--- config.mk ---
export PLATFORM = sky130hd
export DESIGN_NAME = cpu_sequencer
export DESIGN_NICKNAME = d
export VERILOG_FILES = /design/src/rtl/cpu_sequencer.sv
export SDC_FILE = /design/constraint.sdc
export NUM_CORES = 1
export LEC_CHECK = 0
export CAP_MARGIN = 25
export CELL_PAD_IN_SITES_DETAIL_PLACEMENT = 2
export CELL_PAD_IN_SITES_GLOBAL_PLACEMENT = 2
export CORE_ASPECT_RATIO = 1.2
export CORE_MARGIN = 2
export CORE_UTILIZATION = 25
export DETAILED_ROUTE_END_ITERATION = 8
export PLACE_DENSITY_LB_ADDON = 0.1
export RECOVER_POWER = 100
export REMOVE_ABC_BUFFERS = 1
export SLEW_MARGIN = 0
export SYNTH_ARGS = -nofsm -noshare
export SYNTH_HDL_FRONTEND = slang
export SYNTH_SLANG_ARGS = --single-unit
--- constraint.sdc ---
create_clock -name clk_i -period 3.8 [get_ports clk_i]
set_clock_uncertainty 0.2 [all_clocks]
set_input_delay 0.76 -clock clk_i [delete_from_list [all_inputs] [get_ports clk_i]]
set_output_delay 0.76 -clock clk_i [all_outputs]
set_load 0.02 [all_outputs]
--- src/rtl/cpu_sequencer.sv ---
// cpu_sequencer: multi-cycle fetch/decode/execute controller for the single-issue CPU datapath.
// Owns the program counter, fetches from instruction RAM, latches the instruction word,
// evaluates the condition field against the held flag register, and sequences data-RAM
// access and register write-back. One instruction in flight at a time.
//
// Ports:
//   clk_i          clock, all state updates on the rising edge
//   rst_i          synchronous active-high reset
//   start_i        begin execution at pc 0 (sampled only in IDLE/HALT)
//   instr_en_o     instruction RAM enable (FETCH)
//   instr_rw_o     instruction RAM direction, always read (1)
//   instr_addr_o   instruction RAM address, zero-extended pc
//   instr_data_i   instruction RAM read data, valid the cycle after instr_en_o
//   instr_o        latched instruction register
//   new_flag_i     ALU flag result {N,Z,C,V}
//   flag_o         held flag register {N,Z,C,V}
//   mem_addr_i     data address computed by memory control
//   mem_en_o       data RAM enable (MEM)
//   mem_rw_o       data RAM direction, 1 read (LDR) / 0 write (STR)
//   mem_addr_o     data RAM address
//   reg_we_o       register bank write strobe (WB)
//   pc_o           program counter
//   busy_o         high outside IDLE/HALT
//   halted_o       high in HALT
module cpu_sequencer #(
    parameter int unsigned PC_WIDTH   = 8,
    parameter int unsigned ADDR_WIDTH = 16
) (
    input  logic                  clk_i,
    input  logic                  rst_i,
    input  logic                  start_i,
    output logic                  instr_en_o,
    output logic                  instr_rw_o,
    output logic [ADDR_WIDTH-1:0] instr_addr_o,
    input  logic [31:0]           instr_data_i,
    output logic [31:0]           instr_o,
    input  logic [3:0]            new_flag_i,
    output logic [3:0]            flag_o,
    input  logic [ADDR_WIDTH-1:0] mem_addr_i,
    output logic                  mem_en_o,
    output logic                  mem_rw_o,
    output logic [ADDR_WIDTH-1:0] mem_addr_o,
    output logic                  reg_we_o,
    output logic [PC_WIDTH-1:0]   pc_o,
    output logic                  busy_o,
    output logic                  halted_o
);

    typedef enum logic [2:0] {
        StIdle,
        StFetch,
        StDecode,
        StExecute,
        StMem,
        StWb,
        StHalt
    } state_e;

    localparam logic [3:0] CondHalt = 4'hF;
    localparam logic [3:0] OpLdr    = 4'hE;
    localparam logic [3:0] OpStr    = 4'hF;

    state_e                  state_q, state_d;
    logic [PC_WIDTH-1:0]     pc_q, pc_d;
    logic [31:0]             ir_q, ir_d;
    logic [3:0]              flag_q, flag_d;
    logic [ADDR_WIDTH-1:0]   mem_addr_q, mem_addr_d;

    logic [3:0] cond;
    logic [3:0] opcode;
    logic       is_ldr;
    logic       is_mem_op;
    logic       cond_pass;
    logic       f_n, f_z, f_c, f_v;

    assign cond      = ir_q[31:28];
    assign opcode    = ir_q[27:24];
    assign is_ldr    = (opcode == OpLdr);
    assign is_mem_op = (opcode == OpLdr) || (opcode == OpStr);

    assign f_n = flag_q[3];
    assign f_z = flag_q[2];
    assign f_c = flag_q[1];
    assign f_v = flag_q[0];

    // Condition evaluation against the held flags; 4'hF (halt) is decoded separately.
    always_comb begin
        cond_pass = 1'b0;
        case (cond)
            4'h0:    cond_pass = f_z;
            4'h1:    cond_pass = !f_z;
            4'h2:    cond_pass = f_c;
            4'h3:    cond_pass = !f_c;
            4'h4:    cond_pass = f_n;
            4'h5:    cond_pass = !f_n;
            4'h6:    cond_pass = f_v;
            4'h7:    cond_pass = !f_v;
            4'h8:    cond_pass = f_c && !f_z;
            4'h9:    cond_pass = !f_c || f_z;
            4'hA:    cond_pass = (f_n == f_v);
            4'hB:    cond_pass = (f_n != f_v);
            4'hC:    cond_pass = !f_z && (f_n == f_v);
            4'hD:    cond_pass = f_z || (f_n != f_v);
            4'hE:    cond_pass = 1'b1;
            default: cond_pass = 1'b0;
        endcase
    end

    always_comb begin
        state_d    = state_q;
        pc_d       = pc_q;
        ir_d       = ir_q;
        flag_d     = flag_q;
        mem_addr_d = mem_addr_q;
        instr_en_o = 1'b0;
        mem_en_o   = 1'b0;
        reg_we_o   = 1'b0;
        mem_rw_o   = 1'b1;
        mem_addr_o = mem_addr_q;

        case (state_q)
            StIdle, StHalt: begin
                if (start_i) begin
                    pc_d    = '0;
                    state_d = StFetch;
                end
            end
            StFetch: begin
                instr_en_o = 1'b1;
                state_d    = StDecode;
            end
            StDecode: begin
                ir_d    = instr_data_i;
                state_d = StExecute;
            end
            StExecute: begin
                if (cond == CondHalt) begin
                    // pc is left pointing at the halt word
                    state_d = StHalt;
                end else if (!cond_pass) begin
                    pc_d    = pc_q + 1'b1;
                    state_d = StFetch;
                end else if (is_mem_op) begin
                    state_d = StMem;
                end else begin
                    state_d = StWb;
                end
            end
            StMem: begin
                mem_en_o   = 1'b1;
                mem_rw_o   = is_ldr;
                mem_addr_o = mem_addr_i;
                // Keep the last driven address visible after MEM
                mem_addr_d = mem_addr_i;
                if (is_ldr) begin
                    state_d = StWb;
                end else begin
                    pc_d    = pc_q + 1'b1;
                    state_d = StFetch;
                end
            end
            StWb: begin
                reg_we_o = 1'b1;
                // Only ALU ops with S set touch the flags; loads never do
                if (!is_mem_op && ir_q[23]) begin
                    flag_d = new_flag_i;
                end
                pc_d    = pc_q + 1'b1;
                state_d = StFetch;
            end
            default: begin
                state_d = StIdle;
            end
        endcase
    end

    always_ff @(posedge clk_i) begin
        if (rst_i) begin
            state_q    <= StIdle;
            pc_q       <= '0;
            ir_q       <= '0;
            flag_q     <= '0;
            mem_addr_q <= '0;
        end else begin
            state_q    <= state_d;
            pc_q       <= pc_d;
            ir_q       <= ir_d;
            flag_q     <= flag_d;
            mem_addr_q <= mem_addr_d;
        end
    end

    assign instr_rw_o   = 1'b1;
    assign instr_addr_o = ADDR_WIDTH'(pc_q);
    assign instr_o      = ir_q;
    assign flag_o       = flag_q;
    assign pc_o         = pc_q;
    assign busy_o       = (state_q != StIdle) && (state_q != StHalt);
    assign halted_o     = (state_q == StHalt);

endmodule

## Yosys cells after proc, flatten, opt, wreduce, memory -nomap -nowiden

Index checks and enable logic that the tools add are counted.
W data, S select, Z words.

| storage, ports and cells | value |
|---|---|
| logic and storage cells | 72 |
| memories kept | 0 |
| ROM bits | 0 |
| RAM bits | 0 |
| bits in registers | 63 |
| bits of input ports | 55 |
| latch bits | 0 |

| operators by class | value |
|---|---|
| $lt $le $gt $ge | 0 |
| reduce and logical (&&, ||, !) cells | 19 |
| add/sub/neg operators | 1 |
| multiply operators | 0 |
| divide/modulo/power cells | 0 |
| shift operators | 0 |
| mux-type cells | 17 |
| bitwise gates (word level) | 0 |
| eq/ne operators | 30 |

Operator list:

| operator | count |
|---|---|
| $eq A4 B4 Y1 const B | 10 |
| $mux W8 | 4 |
| $pmux W8 S4 | 1 |
| $pmux W3 S6 | 1 |
| $eq A4 B3 Y1 const B | 4 |
| $mux W16 | 1 |
| $pmux W1 S15 | 1 |
| $mux W3 | 4 |
| $eq A3 B3 Y1 const B | 3 |
| $add A8 B1 Y8 const B | 1 |
| $eq A4 B2 Y1 const B | 2 |
| $ne A2 B2 Y1 const B | 4 |
| $eq A3 B2 Y1 const B | 2 |
| $logic_not A1 Y1 | 5 |
| $mux W1 | 5 |
| $reduce_and A5 Y1 | 1 |
| $eq A4 B1 Y1 const B | 1 |
| $logic_and A1 B1 Y1 | 4 |
| $logic_not A4 Y1 | 1 |
| $reduce_bool A4 Y1 | 1 |
| $eq A3 B1 Y1 const B | 1 |
| $logic_not A3 Y1 | 1 |
| $logic_or A1 B1 Y1 | 3 |
| $ne A3 B3 Y1 const B | 1 |
| other kinds (5) | 5 |

## Logic depth before layout (Yosys ltp)

Gate-level depths: netlist of run 1.

| logic depth | value |
|---|---|
| depth in word-level cells | 6 |
| depth in mapped cells | 7 |
| mapped depth without buffers | 6 |

## Least setup slack after synthesis of run 1

OpenSTA, ideal clock, no wires.

| timing path | value |
|---|---|
| path type | register to output |
| from | register state_q[1] |
| to | output port mem_addr_o[11] |
| arrival | 1,529 ps |
| required time | 2,840 ps |
| stages on the path, launching flop included | 6 |
| path slack | 1,311 ps |
| cells stage by stage | dfxtp_1 buf_6 nand2b_4 nor2_4 buf_2 mux2_1 |

| between the ends | value |
|---|---|
| longest elaborated chain between the ends | 2 |

RTL lines:

| what | line | text |
|---|---|---|
| from (decl) | 63 | `state_e state_q, state_d;` |
| from (signal assigned) | 179 | `state_q <= StIdle;` |
| from (signal assigned) | 185 | `state_q <= state_d;` |
| $eq A3 B3 Y1 | 121 | `case (state_q)` |
| $mux W16 | - |  |
| to (decl) | 42 | `output logic [ADDR_WIDTH-1:0] mem_addr_o,` |

Every way passes these cells.

## Worst setup path in the final report of run 1

| timing path | value |
|---|---|
| from | register state_q[2] |
| to | output port mem_addr_o[6] |

The elaborated chain is that of the path after synthesis.

==> load_flow_metrics.sql, run 1 <==
INSERT INTO impl_metrics (metric_group, metric, value, unit) VALUES
('sta', 'final-max-slew-violation-count', '0', ''),
('final_layout', 'antenna-diode-count', '0', ''),
('clock_network', 'clk_latency', '0.33', 'ns'),
('clock_network', 'ctsRootBufferMaster', 'sky130_fd_sc_hd__clkbuf_16', ''),
('worst_setup_path', 'timing.critical_path.fanout_max', '19', ''),
('run', 'total_of_max_cap_violations', '0', ''),
('clock_network', 'clockBufferDepth', '2', ''),
('detailed_routing', 'wirelength', '9.51', 'mm'),
('synthesis', 'synth_edf_count', '0', ''),
('die', 'fp.dieArea', '13200', 'sq um'),
('global_route', 'first_global_vias', '3109', ''),
('detailed_routing', 'number_of_detailed_routing_iterations_run_before_antenna_repair', '4', ''),
('die', 'design.portCount', '138', ''),
('worst_setup_path', 'worstSetupStartpointType', 'flip-flop', ''),
('synthesis', 'synth_sequential_area_ratio', '41.1', '%'),
('synthesis', 'mean_instance_size_in_the_synthesized_netlist', '8.89', 'sq um'),
('clock_network', 'postCtsResizedCells', '0', ''),
('final_layout', 'synthToLayoutAreaGrowth', '50.4', '%'),
('sta', 'max_freq', '287', 'MHz'),
('synthesis', 'synth.yosys.warnings', '0', ''),
('min_path', 'whs_endpoint', 'instr_o[10]$_SDFFE_PP0P_', ''),
('synthesis', 'synth_top_cell_area_share', '41.1', '%'),
('min_path', 'hold_start', 'instr_o[10]$_SDFFE_PP0P_', ''),
('die', 'initial_core_util', '25.4', '%'),
('synthesis', 'number_of_unique_standard_cell_types_used_by_synthesis', '58', ''),
('min_path', 'hold-path-cell-count', '2', ''),
('min_path', 'hp-class', 'reg2reg', ''),
('detailed_routing', 'vias', '2867', ''),
('worst_setup_path', 'ff2ff_path_depth', '6', ''),
('worst_setup_path', 'worstReg2RegEnd', 'pc_o[2]$_SDFFE_PP0P_', ''),
('detailed_routing', 'drcViolationCount', '0', ''),
('clock_network', 'cts_hold_repair.buffers', '0', ''),
('synthesis', 'synth_cells', '345', ''),
('final_layout', 'final_layout_size_suffix_gt1_share', '8.28', '%'),
('global_route', 'grt_first_pass_wirelength', '15.6', 'mm'),
('die', 'die_h', '125', 'um'),
('clock_network', 'cts_setup_buffers', '0', ''),
('final_layout', 'fill_cells', '1333', ''),
('worst_setup_path', 'arrival', '2.52', 'ns'),
('placed_design', 'post-place-ws', '0.708', 'ns'),
('run_status', 'outcome', 'complete, no violations', ''),
('detailed_routing', 'drt_iter0_drc', '55', ''),
('worst_setup_path', 'critPathTopFamily', 'simple AND/OR/NAND/NOR gates', ''),
('synthesis', 'ys_ff_latch', '63', ''),
('sta', 'setup_ws', '0.321', 'ns'),
('synthesis', 'synthesis.area', '3070', 'sq um'),
('sta', 'grt_setup_unrepaired', 'false', ''),
('global_route', 'antenna_found_initial', '0', ''),
('synthesis', 'yosysMostFrequentCell', 'sky130_fd_sc_hd__nand2_1', ''),
('detailed_routing', 'detail-route-antenna-nets', '0', ''),
('sta', 'worstMarginPinSlew', '1.17', 'ns'),
('worst_setup_path', 'crit_path_top_delay_cell', 'sky130_fd_sc_hd__clkdlybuf4s50_1', ''),
('clock_network', 'cts_tree', 'done', ''),
('placed_design', 'dpl-instance-area', '4330', 'sq um'),
('global_route', 'gr_ovfl_total', '0', ''),
('final_layout', 'area_of_the_multi_input_gates', '1500', 'sq um'),
('placed_design', 'dp.final_hpwl', '6.86', 'mm'),
('worst_setup_path', 'r2r_slack', '0.86', 'ns'),
('pwr', 'leakage', '1.88', 'nW'),
('final_layout', 'finalCoreUtilization', '38.3', '%'),
('sta', 'final.period_utilization', '91.6', '%'),
('global_route', 'pin_count_of_the_biggest_net_entering_global_routing', '35', ''),
('worst_setup_path', 'path_buf_inv', '1', ''),
('worst_setup_path', 'critical_path_depth', '4', ''),
('die', 'core-area', '12100', 'sq um'),
('final_layout', 'seqCellArea', '1260', 'sq um'),
('placed_design', 'io_buffer_count', '128', ''),
('sta', 'relSlewSlack', '21.8', '%'),
('die', 'fp-row-count', '44', ''),
('worst_setup_path', 'critical_path.cell_chain', 'nand2b_1 -> nor2_4 -> mux2_2 -> clkdlybuf4s50_1', ''),
('synthesis', 'synth.area.top_cells', 'sky130_fd_sc_hd__dfxtp_1 (41%), sky130_fd_sc_hd__nand2_1 (8.8%), sky130_fd_sc_hd__a21oi_1 (5.7%)', '');
-- power by group --
part / switching, mW / total [mW] / internal, mW / leakage, nW
registers: 0.0244 / 0.709 / 0.685 / 0.510
logic: 0.130 / 0.245 / 0.115 / 1.21
clock network: 0.299 / 0.922 / 0.623 / 0.165
-- placed cells by master (no fill, tap or decap), types with 3 or more instances in the layout --
cell type / count
sky130_fd_sc_hd__and3b_1: 3
sky130_fd_sc_hd__nor3_1: 4
sky130_fd_sc_hd__and2_1: 12
sky130_fd_sc_hd__nor2b_1: 5
sky130_fd_sc_hd__a221oi_2: 3
sky130_fd_sc_hd__a21oi_1: 36
sky130_fd_sc_hd__clkbuf_16: 9
sky130_fd_sc_hd__or3b_1: 3
sky130_fd_sc_hd__nand3_1: 3
sky130_fd_sc_hd__nor3b_1: 4
sky130_fd_sc_hd__mux2_2: 8
sky130_fd_sc_hd__nor2_1: 13
sky130_fd_sc_hd__clkdlybuf4s50_1: 68
sky130_fd_sc_hd__mux2_1: 9
sky130_fd_sc_hd__mux2i_1: 5
sky130_fd_sc_hd__inv_1: 8
sky130_fd_sc_hd__nand2_1: 72
sky130_fd_sc_hd__o211ai_1: 6
sky130_fd_sc_hd__o21a_1: 3
sky130_fd_sc_hd__conb_1: 9
sky130_fd_sc_hd__clkbuf_8: 3
sky130_fd_sc_hd__dlygate4sd3_1: 59
sky130_fd_sc_hd__and2_0: 6
sky130_fd_sc_hd__dfxtp_1: 63
sky130_fd_sc_hd__or3_1: 3
sky130_fd_sc_hd__a32o_1: 3
-- per-stage QoR --
stage | cells | total power, mW
after global routing | 620 | 1.96
after global placement | 605 | 0.983
after floorplan | 314 | 0.839
after CTS | 620 | 1.93
after detailed placement | 605 | 0.990
final | 620 | 1.88
-- routing by layer --
metal	vias up	GRT usage, %	wire (um)
li1	1378	-	-
met1	1383	16.6	4030
met2	95	25.7	4620
met3	11	4.90	707
met4	0	6.35	146
met5	-	0	0
-- worst reg2reg max path, stage by stage, from the launching register on --
cell                       delay [ns]
sky130_fd_sc_hd__dfxtp_1         0.55
sky130_fd_sc_hd__mux2_1          0.37
sky130_fd_sc_hd__a32oi_1         0.29
sky130_fd_sc_hd__nand4b_2        0.14
sky130_fd_sc_hd__a21oi_1         0.63
sky130_fd_sc_hd__o221ai_1        0.28
sky130_fd_sc_hd__a221o_1         0.36
-- flip-flops by register name, summed over array words and instances, names as in the netlist --
register	count
flag_o	4
instr_o	32
mem_addr_q	16
pc_o	8
state_q	3
-- kinds of logic after synthesis --
| logic type | synth area share [%] |
|---|---|
| AND/OR/NAND/NOR | 23.3 |
| flip-flops | 41.1 |
| adder cells (fa/ha/maj) | 0.408 |
| buffers and inverters | 9.42 |
| XOR/XNOR | 0.286 |
| AO/OA/AOI/OAI | 17.2 |
| other | 0.245 |
| multiplexers | 8.00 |
-- worst max-delay path by stage --
stage          slack [ns]                       end
3_5_place_dp         0.71             mem_addr_o[6]
5_1_grt              0.16             mem_addr_o[7]
6_report             0.32             mem_addr_o[6]
3_3_place_gp         0.76            mem_addr_o[10]
4_1_cts              0.34             mem_addr_o[6]
2_1_floorplan        1.01  instr_o[30]$_SDFFE_PP0P_
-- area by class of cell --
cell class,instances,share of cell area (%)
multi-input cells,243,32.5
repair buffers,130,28.0
flip-flops and latches,63,27.3
clock buffers,12,5.78
well taps,161,4.37
clock inverters,3,1.41
inverters,8,0.651
(Power assumes the default switching activity.)
==> inputs of run 2 (changes only) <==
- GPL_TIMING_DRIVEN: not set -> 0
- REMOVE_ABC_BUFFERS: 1 -> not set
==> run 2 against run 1 <==
Global-route usage is 1.1 points higher. Critical path depth increased by 2. Worst setup slack worse by 0.038 ns. Count of clock-buffer cells in the layout grew 1. Non-clock buffer count grew 36. Clock power decreased by 1%. First-iteration DRC count increased by 15%. Maximum frequency down 1.1%. Critical path type unchanged.
==> load_flow_metrics.sql, run 2 (synthesized netlist as in run 1, its figures left out) <==
INSERT INTO impl_metrics (metric_group, metric, value, unit) VALUES
('run_status', 'outcome', 'complete, no violations', ''),
('detailed_routing', 'drt_iter0_drc', '63', ''),
('final_layout', 'finalCoreUtilization', '40.5', '%'),
('die', 'fp.dieArea', '13200', 'sq um'),
('final_layout', 'largest_register_ffs', '32', ''),
('pwr', 'leakage', '2.07', 'nW'),
('clock_network', 'clockBufferDepth', '2', ''),
('sta', 'final_hold_viol_count', '0', ''),
('worst_setup_path', 'timing.critical_path.required', '2.84', 'ns'),
('sta', 'finalCriticalPeriod', '3.52', 'ns'),
('sta', 'setup_ws', '0.283', 'ns'),
('detailed_routing', 'wirelength', '10.1', 'mm'),
('final_layout', 'antenna-diode-count', '0', ''),
('sta', 'timing.setup.tns', '0', 'ns'),
('placed_design', 'gp_congestion', '0.726', ''),
('clock_network', 'h-tree-depth', '3', ''),
('clock_network', 'cts_tree', 'done', ''),
('global_route', 'combined_global_route_utilization_of_all_metal_layers', '15.9', '%'),
('final_layout', 'fill_cells', '1336', ''),
('die', 'die_x', '105', 'um'),
('pwr', 'power_density', '387', 'nW/um^2'),
('worst_setup_path', 'arrival', '2.56', 'ns'),
('placed_design', 'dp.final_hpwl', '7.76', 'mm'),
('die', 'initial_core_util', '25.4', '%'),
('final_layout', 'design.final.nets', '547', ''),
('final_layout', 'area_of_the_multi_input_gates', '1530', 'sq um'),
('clock_network', 'tritoncts_num_sinks', '63', ''),
('placed_design', 'post-place-ws', '0.658', 'ns'),
('global_route', 'first_global_vias', '3122', ''),
('final_layout', 'final_layout_size_suffix_gt1_share', '12.5', '%'),
('worst_setup_path', 'timing.critical_path.fanout_max', '10', ''),
('clock_network', 'cts_hold_repair.buffers', '0', ''),
('global_route', 'antenna_found_initial', '0', ''),
('detailed_routing', 'drcViolationCount', '0', ''),
('final_layout', 'layout.cells.most_common_list', 'sky130_fd_sc_hd__dlygate4sd3_1 (73), sky130_fd_sc_hd__nand2_1 (72), sky130_fd_sc_hd__dfxtp_1 (63)', ''),
('worst_setup_path', 'worstSetupStartpointType', 'flip-flop', ''),
('pwr', 'ir_drop', '173', 'uV'),
('sta', 'final.period_utilization', '92.6', '%'),
('global_route', 'gr_ovfl_total', '0', ''),
('placed_design', 'io_buffer_count', '128', ''),
('sta', 'setup_viol_count_final', '0', ''),
('global_route', 'grt_first_pass_wirelength', '16.6', 'mm'),
('clock_network', 'cts_setup_buffers', '0', ''),
('die', 'die_h', '125', 'um'),
('global_route', 'grt_util_met3', '4.43', '%'),
('worst_setup_path', 'endpoint_kind', 'output pin', ''),
('global_route', 'pin_count_of_the_biggest_net_entering_global_routing', '11', ''),
('detailed_routing', 'post_drt_wl_per_cell', '15.4', 'um'),
('sta', 'grt_setup_unrepaired', 'false', ''),
('detailed_routing', 'number_of_detailed_routing_iterations_run_before_antenna_repair', '4', ''),
('clock_network', 'postCtsResizedCells', '0', ''),
('sta', 'relSlewSlack', '44.0', '%'),
('min_path', 'hp-class', 'reg2reg', ''),
('detailed_routing', 'detail-route-antenna-nets', '0', ''),
('global_route', 'globalRoute.busiestLayer', 'met2', ''),
('detailed_routing', 'vias', '2976', ''),
('global_route', 'gr-usage-met2', '28.3', '%'),
('die', 'design.portCount', '138', ''),
('die', 'fp-row-count', '44', ''),
('clock_network', 'clk_latency', '0.33', 'ns'),
('final_layout', 'post_layout_instance_area', '4880', 'sq um'),
('final_layout', 'final_common_cell', 'sky130_fd_sc_hd__dlygate4sd3_1', ''),
('sta', 'final-max-slew-violation-count', '0', ''),
('clock_network', 'cts_inserted_buffers', '9', ''),
('run', 'total_of_max_cap_violations', '0', ''),
('final_layout', 'seqCellArea', '1260', 'sq um'),
('sta', 'max_freq', '284', 'MHz'),
('die', 'core-area', '12100', 'sq um'),
('clock_network', 'clkSlewWorstSetupHoldPaths', '0.05', 'ns'),
('detailed_routing', 'route.detailed.vias_per_inst', '4.53', ''),
('worst_setup_path', 'timing.setup.critical_path_class', 'reg2out', ''),
('clock_network', 'ctsRootBufferMaster', 'sky130_fd_sc_hd__clkbuf_16', ''),
('placed_design', 'dpl-instance-area', '4580', 'sq um'),
('sta', 'worstMarginPinSlew', '0.838', 'ns'),
('final_layout', 'synthToLayoutAreaGrowth', '59.1', '%'),
('global_route', 'grt.met1_usage', '18.2', '%');
-- run 2: cell count changes in the layout (fill, tap and decap cells not counted), sizes merged --
cell,before,now
clkbuf,12,28
buf,3,23
clkdlybuf4s50,68,55
dlygate4sd3,59,73
-- run 2: cell type report --
cell class | count | area share (%)
clock buffer | 13 | 5.33
sequential | 63 | 25.8
clock inverter | 3 | 1.33
tap | 161 | 4.13
buffer | 38 | 5.23
multi-input combinational | 243 | 31.3
timing repair buffer | 128 | 26.3
inverter | 8 | 0.615
-- run 2: power by group --
group / internal [mW] / switching [mW] / total [mW]
registers: 0.685 / 0.0150 / 0.700
clock network: 0.610 / 0.299 / 0.909
logic: 0.133 / 0.147 / 0.280
total: 1.43 / 0.461 / 1.89
-- run 2: critical path: stages (launching register included) --
cell,delay [ns]
sky130_fd_sc_hd__dfxtp_1,0.32
sky130_fd_sc_hd__buf_6,0.14
sky130_fd_sc_hd__nand2b_4,0.17
sky130_fd_sc_hd__nor2_4,0.27
sky130_fd_sc_hd__buf_2,0.31
sky130_fd_sc_hd__mux2_2,0.37
sky130_fd_sc_hd__dlygate4sd3_1,0.65
-- run 2: worst paths after layout --
path,startpoint,endpoint,slack (ns),cells after the start
max,state_q[1]$_SDFFE_PP0P_,mem_addr_o[10],0.28,6
min,instr_o[16]$_SDFFE_PP0P_,instr_o[16]$_SDFFE_PP0P_,0.26,2
max reg2reg,flag_o[0]$_SDFFE_PP0P_,pc_o[2]$_SDFFE_PP0P_,0.88,6
min reg2reg,instr_o[16]$_SDFFE_PP0P_,instr_o[16]$_SDFFE_PP0P_,0.26,2
-- run 2: through the flow --
| stage | cells | hold WS, ns | power [mW] |
|---|---|---|---|
| floorplan | 352 | 0.335 | 0.867 |
| global placement | 641 | 0.243 | 1.01 |
| detailed placement | 641 | 0.254 | 1.01 |
| CTS | 657 | 0.263 | 1.94 |
| global route | 657 | 0.277 | 1.99 |
| finish | 657 | 0.257 | 1.89 |
-- run 2: layer usage --
metal  vias to the layer above  wire [um]
li1                       1444          -
met1                      1448       4210
met2                        74       5330
met3                        10        449
met4                         0        142
met5                         -          0
==> variant: new RTL, settings of run 2 <==
Take the reset off `pc_q`, `ir_q` and `mem_addr_q` and load them in a clocked block of their own.
--- a/src/rtl/cpu_sequencer.sv
+++ b/src/rtl/cpu_sequencer.sv
@@ -178,15 +178,15 @@
         if (rst_i) begin
             state_q    <= StIdle;
-            pc_q       <= '0;
-            ir_q       <= '0;
             flag_q     <= '0;
-            mem_addr_q <= '0;
         end else begin
             state_q    <= state_d;
-            pc_q       <= pc_d;
-            ir_q       <= ir_d;
             flag_q     <= flag_d;
-            mem_addr_q <= mem_addr_d;
         end
+    end
+
+    always_ff @(posedge clk_i) begin
+        pc_q       <= pc_d;
+        ir_q       <= ir_d;
+        mem_addr_q <= mem_addr_d;
     end
 
Function: differs if rst_i is asserted again (counterexample within 4 cycles, from zero or initial values and one cycle with rst_i high); with rst_i held inactive, the same outputs for 10 cycles.
==> variant against run 2 <==
The run now ends with capacitance limit, slew limit left. Cell area shrank 11%. Worst setup slack better by 0.021 ns. Area after synthesis down 15%. Sequential cell count stayed put. Wire length down 28%. Global-route usage shrank 2.6 points. Synthesized cell count decreased by 44%. Critical path type unchanged. Critical endpoint is now mem_addr_o[12]. Largest cell class is now registers.
Power is not compared: it rests on default switching activity, and its combinational part moved more than twofold at a synthesized area within 25%.
==> variant: results (changes against run 2) <==
----------------------------------------------------
[Timing]
  Pin slew with the least headroom to its limit ... 1.52 ns (was 0.838 ns)
  Max Slew Vio Count ... 33 (was 0)

[Cells and area]
  Non-clock inverter total of the final layout ... 1 (was 8)
  Layout cells sized above 1 ... 14.8% (was 12.5%)
  Non-clock buffering overhead ... 33.3% (was 31.5%)
  Fillers ... 1032 (was 1336)
  Register Area ... 1660 um2 (was 1260 um2)
  Clock distribution area overhead in the final layout ... 5.99% (was 6.67%)
  Number of multi-input combinational cells in the layout ... 113 (was 243)

[Logic synthesis]
  Area fraction in compound gates after synthesis ... 5.12% (was 17.2%)
  Post-synth EDFFs ... 40 (was 0)
  Count of different cell masters after synthesis ... 44 (was 58)
  Cell types occupying the most area after synthesis ... sky130_fd_sc_hd__edfxtp_1, sky130_fd_sc_hd__dfxtp_1, sky130_fd_sc_hd__mux2_2, sky130_fd_sc_hd__buf_4, sky130_fd_sc_hd__mux2i_1 (was sky130_fd_sc_hd__dfxtp_1, sky130_fd_sc_hd__nand2_1, sky130_fd_sc_hd__a21oi_1, sky130_fd_sc_hd__buf_4, sky130_fd_sc_hd__mux2_2)
  Mux share of post-synthesis cell area ... 9.57% (was 8.00%)
  XOR/XNOR Fraction of Synth Area ... 3.35% (was 0.286%)

[Worst setup path]
  Max incr delay on CP ... 0.56 ns (was 0.65 ns)
  Cell at the slowest stage of the critical path ... sky130_fd_sc_hd__clkdlybuf4s50_1 (was sky130_fd_sc_hd__dlygate4sd3_1)
  Arrival @ worst endpoint ... 2.54 ns (was 2.56 ns)
  R2R setup slack ... 1.06 ns (was 0.88 ns)
  R2r startpoint ... instr_o[28] (was flag_o[0])
  FF-to-FF path depth ... 7 (was 6)
  R2r endpoint ... pc_o[4] (was pc_o[2])

[Route]
  Wirelength per Cell ... 15.6 um (was 15.4 um)
  Via density ... 4.33 (was 4.53)
  Starting DRT DRC Count ... 55 (was 63)
  Wire length on met3 ... 878 um (was 449 um)
  M1 WL ... 2680 um (was 4210 um)

[Outcome]
  Violated checks ... capacitance limit, slew limit
  Status ... complete, but fails checks (was complete, no violations)

[Global route]
  Combined global-route utilization of all metal layers ... 13.3% (was 15.9%)
  Pin count of the biggest net entering global routing ... 33 (was 11)
  GRT met3 Usage ... 8.02% (was 4.43%)
  Global routing usage on met1 ... 13.5% (was 18.2%)
  Met2 capacity usage during global routing ... 22.4% (was 28.3%)
  Wire length of the first global-routing pass ... 11400 um (was 16600 um)
  Via count of the first global-routing pass ... 2214 (was 3122)

[Worst hold path]
  Hold path start ... mem_addr_q[5] (was instr_o[16])
  Number of cells on the worst hold path ... 1 (was 2)

[Placement]
  Final weighted congestion in routability-driven placement ... 0.681 (was 0.726)
  IO Port Bufs ... 127 (was 128)
  Pre-CTS worst setup slack ... 0.638 ns (was 0.658 ns)

[Flow run]
  Reported max-cap violation count ... 1 (was 0)

----------------------------------------------------
## variant: cell count changes in the layout (fill, tap and decap cells not counted), moves of 5 or more
| cell | change |
|---|---|
| sky130_fd_sc_hd__a21oi_1 | -30 |
| sky130_fd_sc_hd__and2_1 | -14 |
| sky130_fd_sc_hd__clkbuf_1 | -9 |
| sky130_fd_sc_hd__clkdlybuf4s50_1 | -26 |
| sky130_fd_sc_hd__dfxtp_1 | -40 |
| sky130_fd_sc_hd__dlygate4sd3_1 | +25 |
| sky130_fd_sc_hd__edfxtp_1 | +40 |
| sky130_fd_sc_hd__inv_1 | -7 |
| sky130_fd_sc_hd__mux2_1 | -5 |
| sky130_fd_sc_hd__mux2_2 | +5 |
| sky130_fd_sc_hd__nand2_1 | -66 |
| sky130_fd_sc_hd__o211ai_1 | -6 |
| sky130_fd_sc_hd__xor2_1 | +5 |
## variant: power by group
group	total, uW	switching [uW]	internal, uW
Sequential	1080	106	969
Combinational	1190	640	554
Clock	725	288	437
## variant: worst max-delay path by stage
stage | start | to | slack [ns]
global placement | state_q[0] | instr_o[29] | 0.65
finish | state_q[1] | mem_addr_o[12] | 0.30
detailed placement | state_q[1] | mem_addr_o[14] | 0.64
CTS | state_q[1] | mem_addr_o[12] | 0.27
floorplan | instr_o[31] | pc_o[0] | 1.24
global route | state_q[1] | mem_addr_o[12] | 0.1
## variant: per-stage QoR
step / hold slack [ns] / cell area (um2) / std cells
6_report: 0.265 / 4330 / 471
2_1_floorplan: 0.337 / 2640 / 201
5_1_grt: 0.284 / 4330 / 471
3_3_place_gp: 0.254 / 4070 / 454
3_5_place_dp: 0.262 / 4080 / 455
4_1_cts: 0.275 / 4340 / 471
